**src/rtl/vga_timing_gen.sv**
```systemverilog
// ---------------------------------------------------------------------------
// vga_timing_gen
//
// Parametrised VGA raster engine. A clock divider produces a pixel strobe
// (pix_ce). Horizontal and vertical counters run on that strobe and are
// decoded into the active, hsync and vsync regions. A registered output stage
// drives rgb/hs/vs/de one pixel after the counters. rgb comes from one of four
// sources, and the source is latched once per frame.
//
// Ports:
//   clk16M       system clock
//   rst          asynchronous reset, active-low
//   mode         source select: 0 pix_in, 1 colour bars, 2 checkerboard,
//                3 solid colour (sampled at the first pixel of each frame)
//   solid_color  colour used in mode 3
//   pix_in       external pixel used in mode 0, sampled while pix_req is high
//   pix_req      high in the clk16M cycle in which pix_in is sampled
//   x, y         current horizontal / vertical counter values
//   rgb          pixel output, zero while blanked, channel order {R,G,B}
//   hs, vs       horizontal / vertical sync with programmable polarity
//   de           data enable, aligned with rgb
//   frame_start  one-cycle pulse coincident with the first active pixel
// ---------------------------------------------------------------------------
module vga_timing_gen #(
  parameter int H_ACTIVE = 640,
  parameter int H_FP     = 16,
  parameter int H_SYNC   = 96,
  parameter int H_BP     = 48,
  parameter int V_ACTIVE = 480,
  parameter int V_FP     = 10,
  parameter int V_SYNC   = 2,
  parameter int V_BP     = 33,
  parameter bit HS_POL   = 1'b0,
  parameter bit VS_POL   = 1'b0,
  parameter int CLK_DIV  = 1,
  parameter int COLOR_W  = 6,
  parameter int CHK_LOG  = 3,
  parameter int CW       = 11
) (
  input  logic               clk16M,
  input  logic               rst,
  input  logic [1:0]         mode,
  input  logic [COLOR_W-1:0] solid_color,
  input  logic [COLOR_W-1:0] pix_in,
  output logic               pix_req,
  output logic [CW-1:0]      x,
  output logic [CW-1:0]      y,
  output logic [COLOR_W-1:0] rgb,
  output logic               hs,
  output logic               vs,
  output logic               de,
  output logic               frame_start
);

  typedef enum logic [1:0] {
    SRC_PIX   = 2'd0,
    SRC_BARS  = 2'd1,
    SRC_CHECK = 2'd2,
    SRC_SOLID = 2'd3
  } src_e;

  localparam int H_TOTAL = H_ACTIVE + H_FP + H_SYNC + H_BP;
  localparam int V_TOTAL = V_ACTIVE + V_FP + V_SYNC + V_BP;
  localparam int DIV_W   = (CLK_DIV > 1) ? $clog2(CLK_DIV) : 1;
  localparam int CH_W    = COLOR_W / 3;

  localparam logic [DIV_W-1:0] DIV_LAST = DIV_W'(CLK_DIV - 1);
  localparam logic [CW-1:0]    H_LAST   = CW'(H_TOTAL - 1);
  localparam logic [CW-1:0]    V_LAST   = CW'(V_TOTAL - 1);
  localparam logic [CW-1:0]    H_ACT    = CW'(H_ACTIVE);
  localparam logic [CW-1:0]    V_ACT    = CW'(V_ACTIVE);
  localparam logic [CW-1:0]    HS_START = CW'(H_ACTIVE + H_FP);
  localparam logic [CW-1:0]    HS_END   = CW'(H_ACTIVE + H_FP + H_SYNC);
  localparam logic [CW-1:0]    VS_START = CW'(V_ACTIVE + V_FP);
  localparam logic [CW-1:0]    VS_END   = CW'(V_ACTIVE + V_FP + V_SYNC);

  logic [DIV_W-1:0]   div;
  logic               pix_ce;
  logic [CW-1:0]      hcnt;
  logic [CW-1:0]      vcnt;
  logic               origin;
  logic               active;
  logic               hs_raw;
  logic               vs_raw;
  src_e               mode_q;
  src_e               mode_cur;
  logic [2:0]         bar_idx;
  logic [COLOR_W-1:0] src_rgb;

  // ---------------------------------------------------------------------
  // Pixel strobe divider. With CLK_DIV=1 the divider stays at 0 and pix_ce
  // is permanently high.
  // ---------------------------------------------------------------------
  assign pix_ce = (div == DIV_LAST);

  // NOTE: every register is assigned with <= so that all of them sample
  // values from before the clock edge, whatever order the blocks run in.
  always_ff @(posedge clk16M or negedge rst) begin
    if (!rst) begin
      div <= '0;
    end else if (pix_ce) begin
      div <= '0;
    end else begin
      div <= div + DIV_W'(1);
    end
  end

  // ---------------------------------------------------------------------
  // Raster counters
  // ---------------------------------------------------------------------
  always_ff @(posedge clk16M or negedge rst) begin
    if (!rst) begin
      hcnt <= '0;
      vcnt <= '0;
    end else if (pix_ce) begin
      if (hcnt == H_LAST) begin
        hcnt <= '0;
        vcnt <= (vcnt == V_LAST) ? '0 : vcnt + CW'(1);
      end else begin
        hcnt <= hcnt + CW'(1);
      end
    end
  end

  assign x      = hcnt;
  assign y      = vcnt;
  assign origin = (hcnt == '0) && (vcnt == '0);
  assign active = (hcnt < H_ACT) && (vcnt < V_ACT);
  assign hs_raw = (hcnt >= HS_START) && (hcnt < HS_END);
  assign vs_raw = (vcnt >= VS_START) && (vcnt < VS_END);

  // At the frame origin mode_q is being loaded in this same cycle. The
  // incoming mode is forwarded so that the first pixel of the frame already
  // uses the new source. Everywhere else the latched mode is used, so a
  // change in the middle of a frame does not show until the next frame.
  assign mode_cur = origin ? src_e'(mode) : mode_q;

  assign pix_req = pix_ce && active && (mode_cur == SRC_PIX);

  // ---------------------------------------------------------------------
  // Colour bar index: b = floor(hcnt*8 / H_ACTIVE). This is found by
  // comparing hcnt against the constant thresholds ceil(k*H_ACTIVE/8). The
  // thresholds rise with k, so the last one that is met gives the index.
  // ---------------------------------------------------------------------
  // NOTE: every variable written in an always_comb gets a default value
  // first, so that no path can leave it unassigned and infer a latch.
  always_comb begin
    bar_idx = 3'd0;
    for (int k = 1; k < 8; k++) begin
      if (hcnt >= CW'((k * H_ACTIVE + 7) / 8)) begin
        bar_idx = 3'(k);
      end
    end
  end

  always_comb begin
    src_rgb = '0;
    case (mode_cur)
      SRC_PIX:   src_rgb = pix_in;
      SRC_BARS:  src_rgb = {{CH_W{bar_idx[2]}}, {CH_W{bar_idx[1]}},
                            {CH_W{bar_idx[0]}}};
      SRC_CHECK: src_rgb = {COLOR_W{hcnt[CHK_LOG] ^ vcnt[CHK_LOG]}};
      SRC_SOLID: src_rgb = solid_color;
      default:   src_rgb = '0;
    endcase
  end

  // ---------------------------------------------------------------------
  // Output stage: one pixel of latency behind the counters. It is loaded
  // only on pix_ce, so the outputs hold between strobes. frame_start is
  // evaluated on every clock so that it lasts exactly one clk16M cycle.
  // ---------------------------------------------------------------------
  always_ff @(posedge clk16M or negedge rst) begin
    if (!rst) begin
      mode_q      <= SRC_PIX;
      de          <= 1'b0;
      hs          <= ~HS_POL;
      vs          <= ~VS_POL;
      rgb         <= '0;
      frame_start <= 1'b0;
    end else begin
      frame_start <= pix_ce && origin;
      if (pix_ce) begin
        if (origin) begin
          mode_q <= mode_cur;
        end
        de  <= active;
        hs  <= hs_raw ? HS_POL : ~HS_POL;
        vs  <= vs_raw ? VS_POL : ~VS_POL;
        rgb <= active ? src_rgb : '0;
      end
    end
  end

endmodule

```
**config.mk**
```make
export PLATFORM = sky130hd
export DESIGN_NAME = vga_timing_gen
export DESIGN_NICKNAME = d
export VERILOG_FILES = /design/src/rtl/vga_timing_gen.sv
export SDC_FILE = /design/constraint.sdc
export NUM_CORES = 1
export LEC_CHECK = 0
export CAP_MARGIN = 20
export CORE_MARGIN = 3
export CORE_UTILIZATION = 38
export CTS_BUF_LIST = sky130_fd_sc_hd__clkbuf_8
export DETAILED_ROUTE_END_ITERATION = 7
export PLACE_DENSITY = 0.68
export SLEW_MARGIN = 30
export SYNTH_ARGS = -nofsm -noshare
export SYNTH_HDL_FRONTEND = slang
export SYNTH_SLANG_ARGS = --single-unit
export TNS_END_PERCENT = 30
```
**constraint.sdc**
```tcl
create_clock -name clk16M -period 1.9 [get_ports clk16M]
set_input_delay 0.19 -clock clk16M [delete_from_list [all_inputs] [get_ports clk16M]]
set_output_delay 0.19 -clock clk16M [all_outputs]
set_load 0.005 [all_outputs]
```
==> reports/qor.csv, run 1 <==
metric,value,unit
core box area,0.00453,sq mm
register area share after synthesis,0.460,
number of global-route vias before repair,1852,
Clock Latency Late Sink,0.30,ns
#FFs+latches synth,34,
Routed wire per std cell,14.7,microns
io pins,49,
CP startpoint kind,register,
crit-path max FO,2,
Rows,24,
Setup TNS Final,-0.241,ns
Leakage Power,1.33,nW
Slew Limit Fails,0,
first-pass GRT wire length,8720,microns
initial core utilization,0.409,
dpl hpwl,3670,microns
Final Non-Filler Cells,371,
DRC viols,0,
final worst slack,-0.134,ns
Max Clock Freq,492,MHz
1st-iter DRT viols,158,
Least-Margin Pin Slew,0.525,ns
initial antenna violation count,0,
Final Cycle Share,1.07,
CTS tree,done,
"Cell Chain, Critical Path","nor4_2, nand3b_1, nor3_2, buf_4, o21a_1, and2_1, buf_2",
"Design Area, Final",0.00314,sq mm
Worst Hold Class,primary input to async pin,
Max IR drop VDD,0.000347,V
Critical Setup Path Class,register to output pin,
Critical Path End Type,output pin,
Bufs on Longest Clock Path,2,
grt ovf,0,
post-synthesis cell type count,42,
largest net degree at the start of global routing,35,
n_diodes,0,
syn nets,221,
Post-synth EDFFs,0,
Post-Synthesis Cells,201,
CTS Sinks,34,
"CTS clk-pin slew, worst paths",0.08,ns
Fillers,317,
Syn-to-layout area delta,69.2,%
antenna-violating nets left,0,
via count,1886,
Fin. Hold Viols,0,
die height,75.9,microns
Total Power,1.56,mW
crit-path max cell delay,0.40,ns
total track usage,0.205,
die area,0.00575,sq mm
Place WS,-0.191,ns
RSZ-0062 raised after global routing,yes,
die width,75.9,microns
Main synth FF type,dfrtp_1,
Fin Hold WS,0.316,ns
Mapped Area,0.00185,sq mm
Pwr Density,496,mW/mm^2
dpl cell area,0.00277,sq mm
Port Buf Inserts,48,
r2r setup slk,-0.05,ns
Worst EP required,1.71,ns
post-layout min period,2.03,ns
Placer Congestion,0.883,
Routed WL,5450,microns
clock root buffer,clkbuf_8,
CTS Buf Count,5,
clock skew,0.00905,ns
Synth async-reset ratio,1.00,
post-cts hold buffer count,0,
slew margin rel.,0.650,
Final Net Count,325,
outcome,"complete, but fails checks",
H-Tree Depth,2,
drt first pass iters,4,
CP Data Arrival Time,1.84,ns
# setup viols final,7,
DR vias/cell,5.08,
failing checks,setup timing,
Ys Warns,0,
fin util,0.692,
Crit-path slowest cell,dfrtp_1,
# placed instances,354,
max-cap violations,0,
Synth Area per Inst,9.23,sq um
share of post-route cells with drive strength above 1,0.337,
worst max-delay path, delay by kind of cell (launching register included):
kind / cells / cell delay (ns)
AND/OR/NAND/NOR: 4 / 0.78
AO/OA/AOI/OAI: 1 / 0.12
buffers and inverters: 2 / 0.26
flip-flops: 1 / 0.40
area by class of cell:
cell class                      count  area (sq um)  area share
Inverter                           14          52.6      0.0167
Clock buffer                        6          82.6      0.0263
Timing Repair Buffer              107           950       0.303
Multi-Input combinational cell    143          1080       0.345
Tap cell                           65          81.3      0.0259
Sequential cell                    34           855       0.272
Clock inverter                      2          33.8      0.0108
layout by cell type (no fill, tap or decap), types with 7 or more instances in the layout:
| cell | netlist | routed |
|---|---|---|
| buf_4 | 0 | 53 |
| dfrtp_1 | 32 | 31 |
| a21oi_1 | 9 | 9 |
| xnor2_1 | 10 | 10 |
| o21ai_0 | 7 | 7 |
| nand2_1 | 23 | 22 |
| clkdlybuf4s50_1 | 0 | 47 |
| inv_1 | 13 | 13 |
| nor2_1 | 19 | 17 |
| nand3_1 | 10 | 9 |
path summary, 6_finish.rpt:
check | end | cells after the start | start
max reg2reg | rgb[0] | 9 | x[8]
min reg2reg | x[0] | 2 | x[0]
max | pix_req | 7 | y[8]
max in group asynchronous | vs | 2 | rst
min | y[10] | 2 | rst
min in group clk16M | rgb[4] | 3 | pix_in[4]
registers in the layout (all words and copies together), names as in the netlist:
register / count
rgb: 6
vs: 1
de: 1
y: 11
x: 11
mode_q: 2
frame_start: 1
hs: 1
metal layers:
layer / share of wire / up-vias / global-route usage
met5: 0 / - / 0
met4: 0.028 / 0 / 0.105
met3: 0.057 / 12 / 0.0488
met2: 0.47 / 63 / 0.315
met1: 0.45 / 898 / 0.269
li1: - / 913 / -
Yosys cell counts (2+ instances only):
master    instances  area share
nor3_2            2       0.011
nand2_1          23       0.047
dfstp_2           2       0.028
inv_1            13       0.026
o21ai_0           7       0.019
o31ai_1           5       0.020
a21oi_1           9       0.024
nand4_1           4       0.013
buf_2             4       0.011
mux2_2            2       0.012
a221oi_1          6       0.028
dfrtp_1          32        0.43
nor2_1           19       0.038
nand3_1          10       0.027
nor3_1            7       0.019
xnor2_1          10       0.047
or3_1             3       0.010
clkbuf_1          4      0.0081
nor2b_1           2      0.0067
xor2_1            5       0.024
nand3b_1          4       0.016
a31oi_1           2      0.0067
nor4_1            4       0.013
ha_1              4       0.027
cells by family (layout without fill, tap and decap cells):
kind of cell    after synthesis  in the layout  synth area share
xor+xnor                     15             15            0.0708
flops                        34             34             0.460
mux                           3              3            0.0175
compound gates               34             34             0.120
simple gates                 86             86             0.242
fa+ha+maj                     5              5            0.0324
buf+inv                      24            129            0.0573
power by group:
part / switching, mW / internal [mW] / total (mW)
Sequential: 0.00527 / 0.735 / 0.741
Clock: 0.273 / 0.422 / 0.696
Combinational: 0.0496 / 0.0703 / 0.120
what timing repair did:
action | CTS | global route
gates resized for setup | 31 | 10
pin swaps | 19 | 14
setup buffers | 11 | 3
setup endpoints to repair | 12 | 15
No activity file was read; power rests on OpenSTA's default activity.
==> run 2, diff against run 1 <==
--- a/config.mk
+++ b/config.mk
@@ -5,6 +5,7 @@
 export SDC_FILE = /design/constraint.sdc
 export NUM_CORES = 1
 export LEC_CHECK = 0
+export ABC_CLOCK_PERIOD_IN_PS = 1900
 export CAP_MARGIN = 20
 export CORE_MARGIN = 3
 export CORE_UTILIZATION = 38
==> results of run 2 <==
No change in the layout: final DEF, timing and power equal those of run 1.
==> run 3, diff against run 2 <==
--- a/config.mk
+++ b/config.mk
@@ -7,7 +7,6 @@
 export LEC_CHECK = 0
 export ABC_CLOCK_PERIOD_IN_PS = 1900
 export CAP_MARGIN = 20
-export CORE_MARGIN = 3
 export CORE_UTILIZATION = 38
 export CTS_BUF_LIST = sky130_fd_sc_hd__clkbuf_8
 export DETAILED_ROUTE_END_ITERATION = 7
==> run 3 against run 2 <==
  * The run still ends with setup timing left
  * Utilization is 4.8 points lower
  * Total power shrank 10%
  * Fmax fell by 0.18%
  * Die area fell by 10%
  * Cell area fell by 3.1%
  * Clock-buffer cell count is the same
  * Sequential share of layout area grew 0.86 points
  * Routed wire length is 7.5% lower
  * Non-clock buffer count decreased by 6
  * Final cell count shrank 1.6%
  * Via count down 1.9%
  * Hold slack improved by 0.0010 ns
  * Critical path type unchanged
  * Largest cell class unchanged
  * Largest power group unchanged
==> reports/qor.csv, run 3 (same netlist as run 1, synthesis figures left out) <==
metric,value,unit,change
n_diodes,0,,unchanged
final worst slack,-0.138,ns,was -0.134 ns
DRC viols,0,,unchanged
dpl hpwl,3630,microns,was 3670 microns
Port Buf Inserts,48,,unchanged
fin util,0.644,,was 0.692
Crit-path slowest cell,dfrtp_1,,unchanged
slew margin rel.,0.581,,was 0.650
initial antenna violation count,0,,unchanged
1st-iter DRT viols,146,,was 158
CTS tree,done,,unchanged
Placer Congestion,0.803,,was 0.883
via count,1851,,was 1886
Final Net Count,319,,was 325
antenna-violating nets left,0,,unchanged
drt first pass iters,4,,unchanged
post-layout min period,2.04,ns,was 2.03 ns
io pins,49,,unchanged
CP Buf/Inv Count,2,,unchanged
most frequent cells in the layout,"buf_4, clkdlybuf4s50_1, dfrtp_1",,unchanged
Worst EP required,1.71,ns,about the same
core box area,0.00472,sq mm,was 0.00453 sq mm
"Largest delay share family, worst path",simple AND/OR/NAND/NOR gates,,unchanged
Worst path depth,7,,unchanged
share of post-route cells with drive strength above 1,0.326,,was 0.337
die area,0.00516,sq mm,was 0.00575 sq mm
Routed WL,5040,microns,was 5450 microns
Least-Margin Pin Slew,0.628,ns,was 0.525 ns
Bufs on Longest Clock Path,2,,unchanged
Clock Latency Late Sink,0.29,ns,was 0.30 ns
DR vias/cell,5.07,,was 5.08
failing checks,setup timing,,unchanged
"Cell Chain, Critical Path","nor4_2, nand3b_1, nor3_2, buf_4, o21a_1, and2_1, buf_2",,unchanged
Max IR drop VDD,0.000287,V,was 0.000347 V
Critical Setup Path Class,register to output pin,,unchanged
initial core utilization,0.393,,was 0.409
Rows,25,,was 24
total track usage,0.216,,was 0.205
Syn-to-layout area delta,64.0,%,was 69.2%
crit-path max cell delay,0.40,ns,about the same
CTS Buf Count,5,,unchanged
Fin. Hold Viols,0,,unchanged
H-Tree Depth,2,,unchanged
post-cts hold buffer count,0,,unchanged
Leakage Power,1.30,nW,was 1.33 nW
first-pass GRT wire length,8510,microns,was 8720 microns
"CTS clk-pin slew, worst paths",0.07,ns,was 0.08 ns
Slew Limit Fails,0,,unchanged
Worst Hold Class,primary input to async pin,,unchanged
grt ovf,0,,unchanged
CTS Sinks,34,,unchanged
number of global-route vias before repair,1816,,was 1852
Routed wire per std cell,13.8,microns,was 14.7 microns
CP startpoint kind,register,,unchanged
Place WS,-0.229,ns,was -0.191 ns
Final Cycle Share,1.07,,about the same
max-cap violations,0,,unchanged
clock root buffer,clkbuf_8,,unchanged
worst-case reg-to-reg path depth,7,,was 9
outcome,"complete, but fails checks",,unchanged
RSZ-0062 raised after global routing,yes,,unchanged
largest net degree at the start of global routing,35,,unchanged
# setup viols final,5,,was 7
Critical Path End Type,output pin,,unchanged
Total Power,1.39,mW,was 1.56 mW
"most common cell after layout, fill and taps aside",buf_4,,unchanged
Fin Hold WS,0.317,ns,was 0.316 ns
crit-path max FO,2,,unchanged
Max Clock Freq,491,MHz,was 492 MHz
CP Data Arrival Time,1.85,ns,was 1.84 ns
Pwr Density,458,mW/mm^2,was 496 mW/mm^2
die width,71.9,microns,was 75.9 microns
Fillers,376,,was 317
die height,71.9,microns,was 75.9 microns
clock skew,0.00513,ns,was 0.00905 ns
run 3: per-stage QoR:
stage	instance area, sq um	std cells	TNS [ns]
after floorplan	1880	201	-0.0942
after global placement	2770	357	-0.920
after detailed placement	2770	357	-1.45
after CTS	2990	365	-0.303
after global routing	3040	365	-1.68
final	3040	365	-0.286
run 3: worst paths after layout:
path,from,end,slack (ns)
max,y[8],pix_req,-0.14
min,rst,rgb[2],0.32
max reg2reg,y[8],rgb[4],-0.05
min reg2reg,x[0],x[0],0.55
max in group asynchronous,rst,vs,1.25
min in group clk16M,pix_in[2],rgb[2],0.46
run 3: cell type report:
class	count	area (sq um)	share of cell area
Tap cell	67	83.8	0.0276
Multi-Input combinational cell	143	1080	0.356
Sequential cell	34	855	0.281
Inverter	14	52.6	0.0173
Clock buffer	6	82.6	0.0271
Timing Repair Buffer	101	885	0.291
run 3: timing repair:
action                                  4_1_cts  5_1_grt
endpoints found under the setup margin       13       17
setup buffers                                 7        2
pin swaps                                    15       13
gates resized for setup                      26       13
run 3: layer usage:
| layer | global-route usage | vias to the layer above | routed length, microns |
|---|---|---|---|
| li1 | - | 898 | - |
| met1 | 0.282 | 888 | 2250 |
| met5 | 0 | - | 0 |
| met2 | 0.336 | 54 | 2410 |
| met4 | 0.100 | 0 | 124 |
| met3 | 0.0534 | 11 | 260 |
run 3: report_power, final:
| part | leakage, nW | internal (mW) | switching (mW) | total [mW] |
|---|---|---|---|---|
| registers | 0.434 | 0.736 | 0.00559 | 0.741 |
| logic | 0.819 | 0.0702 | 0.0497 | 0.120 |
| clock network | 0.0431 | 0.279 | 0.253 | 0.532 |
| total | 1.30 | 1.09 | 0.308 | 1.39 |
==> RTL edit 1: new RTL, flow settings as in run 1 <==
Put one more register stage on the output `rgb`, without a reset. The value now appears one clock later. The other outputs are not delayed to match.
--- a/src/rtl/vga_timing_gen.sv
+++ b/src/rtl/vga_timing_gen.sv
@@ -75,4 +75,6 @@
   localparam logic [CW-1:0]    VS_END   = CW'(V_ACTIVE + V_FP + V_SYNC);
 
+  logic [COLOR_W-1:0] rgb_s0;
+
   logic [DIV_W-1:0]   div;
   logic               pix_ce;
@@ -177,5 +179,5 @@
       hs          <= ~HS_POL;
       vs          <= ~VS_POL;
-      rgb         <= '0;
+      rgb_s0      <= '0;
       frame_start <= 1'b0;
     end else begin
@@ -188,9 +190,13 @@
         hs  <= hs_raw ? HS_POL : ~HS_POL;
         vs  <= vs_raw ? VS_POL : ~VS_POL;
-        rgb <= active ? src_rgb : '0;
+        rgb_s0 <= active ? src_rgb : '0;
       end
     end
   end
 
+  always_ff @(posedge clk16M) begin
+    rgb <= rgb_s0;
+  end
+
 endmodule
 
Check against the original RTL: not equivalent (a bounded check fails within 4 cycles, from zero or initial values and one cycle with rst low).
==> RTL edit 1 against run 1 <==
- die area up 6.0%
- first-iteration DRC count down 6.3%
- largest power group unchanged
- sequential cell count increased by 6
- critical endpoint unchanged
- global-route usage shrank 0.086 points
- final area increased by 4.9%
- worst setup slack got worse by 0.074 ns
- critical path depth unchanged
- area after synthesis rose by 6.5%
- power grew 11%
- the flow still finishes with violations (negative setup slack)
- routed wire length up 11%
==> RTL edit 1: results (changes against run 1) <==
.. list-table::
   :header-rows: 1

   * - Metric
     - Value
   * - Via count of the first global-routing pass
     - 2032 (+9.7%)
   * - Synthesized Nets
     - 227 (+2.7%)
   * - Share of the synthesized area in compound gates (AO/OA/AOI/OAI)
     - 0.113 (-0.00731)
   * - Violated checks
     - negative setup slack
   * - Critical R2R Launch
     - x[9]$_DFF_PN0_
   * - Endpoint of the worst-slack reg-to-reg timing path
     - frame_start$_DFF_PN0_
   * - Post-Place Setup Slack
     - -0.265 ns (-0.0748 ns)
   * - GR Layer Usage met1
     - 0.249 (-0.0202)
   * - Crit Path Max Fanout
     - 5 (+3)
   * - Length of routed met3 wiring
     - 263 um (-15%)
   * - Number of cells traversed by the worst register-to-register path
     - 12 (+3)
   * - Netlist cell types
     - 43 (+2.4%)
   * - Share of cell area taken by muxes after synthesis
     - 0.0165 (-0.00107)
   * - Fraction of met2 tracks used by global routing
     - 0.365 (+0.0501)
   * - Share of post-route cells with drive strength above 1
     - 0.333 (-0.00327)
   * - Sum of net half-perimeters after detailed placement
     - 3760 um (+2.3%)
   * - Sum of met2 wire segment lengths after detailed routing
     - 3090 um (+21%)
   * - GR Util All Layers
     - 0.204 (-0.000862)
   * - Switching power as a share of total power
     - 0.227 (+0.0160)
   * - Share of flip-flops with an asynchronous set or reset after synthesis
     - 0.850 (-0.150)
   * - Routed length per instance
     - 15.8 um (+7.7%)
   * - Final setup fails
     - 15 (+8)
   * - Crit path setup slack, layout
     - -0.209 ns (-0.0744 ns)
   * - Biggest area contributors in the synthesized netlist
     - dfrtp_1, dfxtp_1, xnor2_1
   * - IR drop worst, VDD
     - 0.000401 V (+15%)
   * - Run status
     - finished with violations
RTL edit 1: timing repair:
item | in CTS | in global routing
gates resized for setup | 33 | 14
cloned | 0 | 0
pin swaps | 18 | 9
endpoints found under the setup margin | 13 | 18
buffers inserted | 16 | 1
RTL edit 1: worst min path at each step:
stage,from,endpoint,slack [ns],depth (start not counted)
global placement,rgb_s0[5]$_DFF_PN0_,rgb[5]$_DFF_P_,0.32,0
finish,rst,y[0]$_DFFE_PN0N_,0.29,2
CTS,rst,y[0]$_DFFE_PN0N_,0.31,2
global route,rst,y[5]$_DFFE_PN0N_,0.34,2
detailed placement,rgb_s0[5]$_DFF_PN0_,rgb[5]$_DFF_P_,0.33,0
floorplan,rst,de$_DFF_PN0_,-0.11,0
RTL edit 1: layout make-up:
cell class	count	area, um^2
clock buffers	5	68.8
clock inverters	3	47.5
fillers	376	1590
inverters	14	52.6
multi-input cells	143	1080
flip-flops and latches	40	975
well taps	67	83.8
repair buffers	110	986
==> RTL edit 2: new RTL, config.mk and constraints of run 1 <==
Made on the original files. The parameter `CW` goes from 11 to 12.
--- a/src/rtl/vga_timing_gen.sv
+++ b/src/rtl/vga_timing_gen.sv
@@ -36,5 +36,5 @@
   parameter int COLOR_W  = 6,
   parameter int CHK_LOG  = 3,
-  parameter int CW       = 11
+  parameter int CW       = 12
 ) (
   input  logic               clk16M,
Interface: changed (resized x and y); port bits go from 49 to 51. No check against the original RTL was run, so the function may have changed too.
==> RTL edit 2 against run 1 <==
- area after synthesis up 5.8%
- sequential power grew 5.8%
- sequential cell count rose by 2
- synthesized cell count is 5.5% higher
- routed wire length hardly changed
- hold slack got worse by 0.34 ns
- largest power group unchanged
- worst setup slack worse by 0.015 ns
- power fell by 6.1%
- final area is 0.28% lower
- critical path depth rose by 3
- register-to-register slack got worse by 0.099 ns
- the run ends with negative hold slack, negative setup slack left
==> RTL edit 2: results (changes against run 1) <==
.. list-table::
   :header-rows: 1

   * - Metric
     - Value
   * - Non-CTS buffers
     - 101 (-5.6%)
   * - Violated checks
     - negative hold slack, negative setup slack
   * - Max_slew headroom
     - 0.471 (-0.180)
   * - Post-layout min period
     - 2.05 ns (+0.0150 ns)
   * - Area fraction of clock buffers and clock inverters
     - 0.0288 (-0.00829)
   * - Number of endpoints with negative hold slack in the final report
     - 31 (+31)
   * - Worst setup skew after layout
     - 0.00439 ns (-0.00467 ns)
   * - Total Wirelength
     - 5450 um (about the same)
   * - Total number of vias
     - 1945 (+3.1%)
   * - Share of post-route cells with drive strength above 1
     - 0.298 (-0.0385)
   * - Crit path setup slack, layout
     - -0.149 ns (-0.0150 ns)
   * - Length of routed met3 wiring
     - 249 um (-20%)
   * - Sum of negative setup slack
     - -0.960 ns (-0.719 ns)
   * - Count of routing violations after the opening detailed-route iteration
     - 61 (-61%)
   * - Final-layout non-clock buffer area share
     - 0.280 (-0.0223)
   * - Maximum number of pins on one net before global-route repair
     - 37 (+5.7%)
   * - Multi-Input Combinational
     - 152 (+6.3%)
   * - Sum of met2 wire segment lengths after detailed routing
     - 2670 um (+4.8%)
   * - Port bufs
     - 50 (+4.2%)
   * - Ranking of synthesized cells by instance count
     - dfrtp_1, nand2_1, nor2_1, inv_1
   * - Sequential cell count
     - 36 (+5.9%)
   * - Hold slack
     - -0.0196 ns (-0.336 ns)
   * - Met3 track demand over resource in global routing
     - 0.0383 (-0.0105)
   * - Synthesized Nets
     - 232 (+5.0%)
   * - Netlist cell types
     - 45 (+7.1%)
   * - Inverters
     - 15 (+1)
   * - GR Util All Layers
     - 0.188 (-0.0173)
   * - Area occupied by multi-input gates
     - 1120 um^2 (+3.1%)
   * - Sum of net half-perimeters after detailed placement
     - 3820 um (+3.9%)
   * - Cells after DPL
     - 360 (+1.7%)
   * - Final setup fails
     - 7 (unchanged)
   * - Mean instance size in the synthesized netlist
     - 9.25 um^2 (+0.31%)
   * - Biggest area contributors in the synthesized netlist
     - dfrtp_1, nand2_1, xnor2_1
   * - Fraction of met2 tracks used by global routing
     - 0.324 (+0.00985)
   * - Gp weighted congestion
     - 0.806 (-8.7%)
   * - Run status
     - finished with violations
   * - Fillers
     - 406 (+28%)
   * - Share of the yosys chip area belonging to registers
     - 0.460 (about the same)
   * - Routed length per instance
     - 14.4 um (-2.2%)
   * - First-pass GRT wire length
     - 9230 um (+5.8%)
[RTL edit 2: changes by cell type after synthesis, moves of 3 or more]
cell,delta
a21oi_1,-5
nand2_1,+3
nand2b_1,+4
nand3b_1,-3
nand4_1,+3
nor2_1,-3
nor3_1,+3
xor2_1,+3
[RTL edit 2: worst paths after layout]
check	from	end	slack, ns	cells past startpoint
hold reg to reg	y[9]$_DFFE_PN0N_	vs$_DFF_PN1_	0.58	2
setup reg to reg	x[0]$_DFF_PN0_	rgb[4]$_DFF_PN0_	-0.15	10
hold / removal	rst	x[11]$_DFF_PN0_	-0.02	1
setup / recovery	x[0]$_DFF_PN0_	rgb[4]$_DFF_PN0_	-0.15	10
min in group clk16M	pix_in[5]	rgb[5]$_DFF_PN0_	0.45	3
max in group asynchronous	rst	x[7]$_DFF_PN0_	1.38	1
[RTL edit 2: logic make-up (layout without fill, tap and decap cells)]
group | count (synthesis) | after routing | synth area share
fa+ha+maj | 5 | 5 | 0.0306
mux | 3 | 3 | 0.0166
simple gates | 95 | 95 | 0.254
buf+inv | 24 | 124 | 0.0497
xor+xnor | 18 | 18 | 0.0804
flops | 36 | 36 | 0.460
compound gates | 31 | 31 | 0.108
[RTL edit 2: power breakdown]
group          switching (mW)  leakage, nW  total [mW]  internal, mW
Clock                   0.277       0.0538       0.562         0.285
Sequential            0.00577        0.462       0.784         0.778
Combinational          0.0484        0.869       0.116        0.0671
[RTL edit 2: metrics by stage]
step | setup slack [ns] | area, um^2
floorplan | 0.00888 | 1970
global placement | -0.238 | 2810
detailed placement | -0.271 | 2810
CTS | -0.110 | 3060
global route | -0.306 | 3130
finish | -0.149 | 3130
[RTL edit 2: what timing repair did]
item / in CTS / in global routing
endpoints found under the setup margin: 14 / 23
pin swaps: 13 / 5
buffers inserted: 10 / 1
resized for setup: 20 / 14
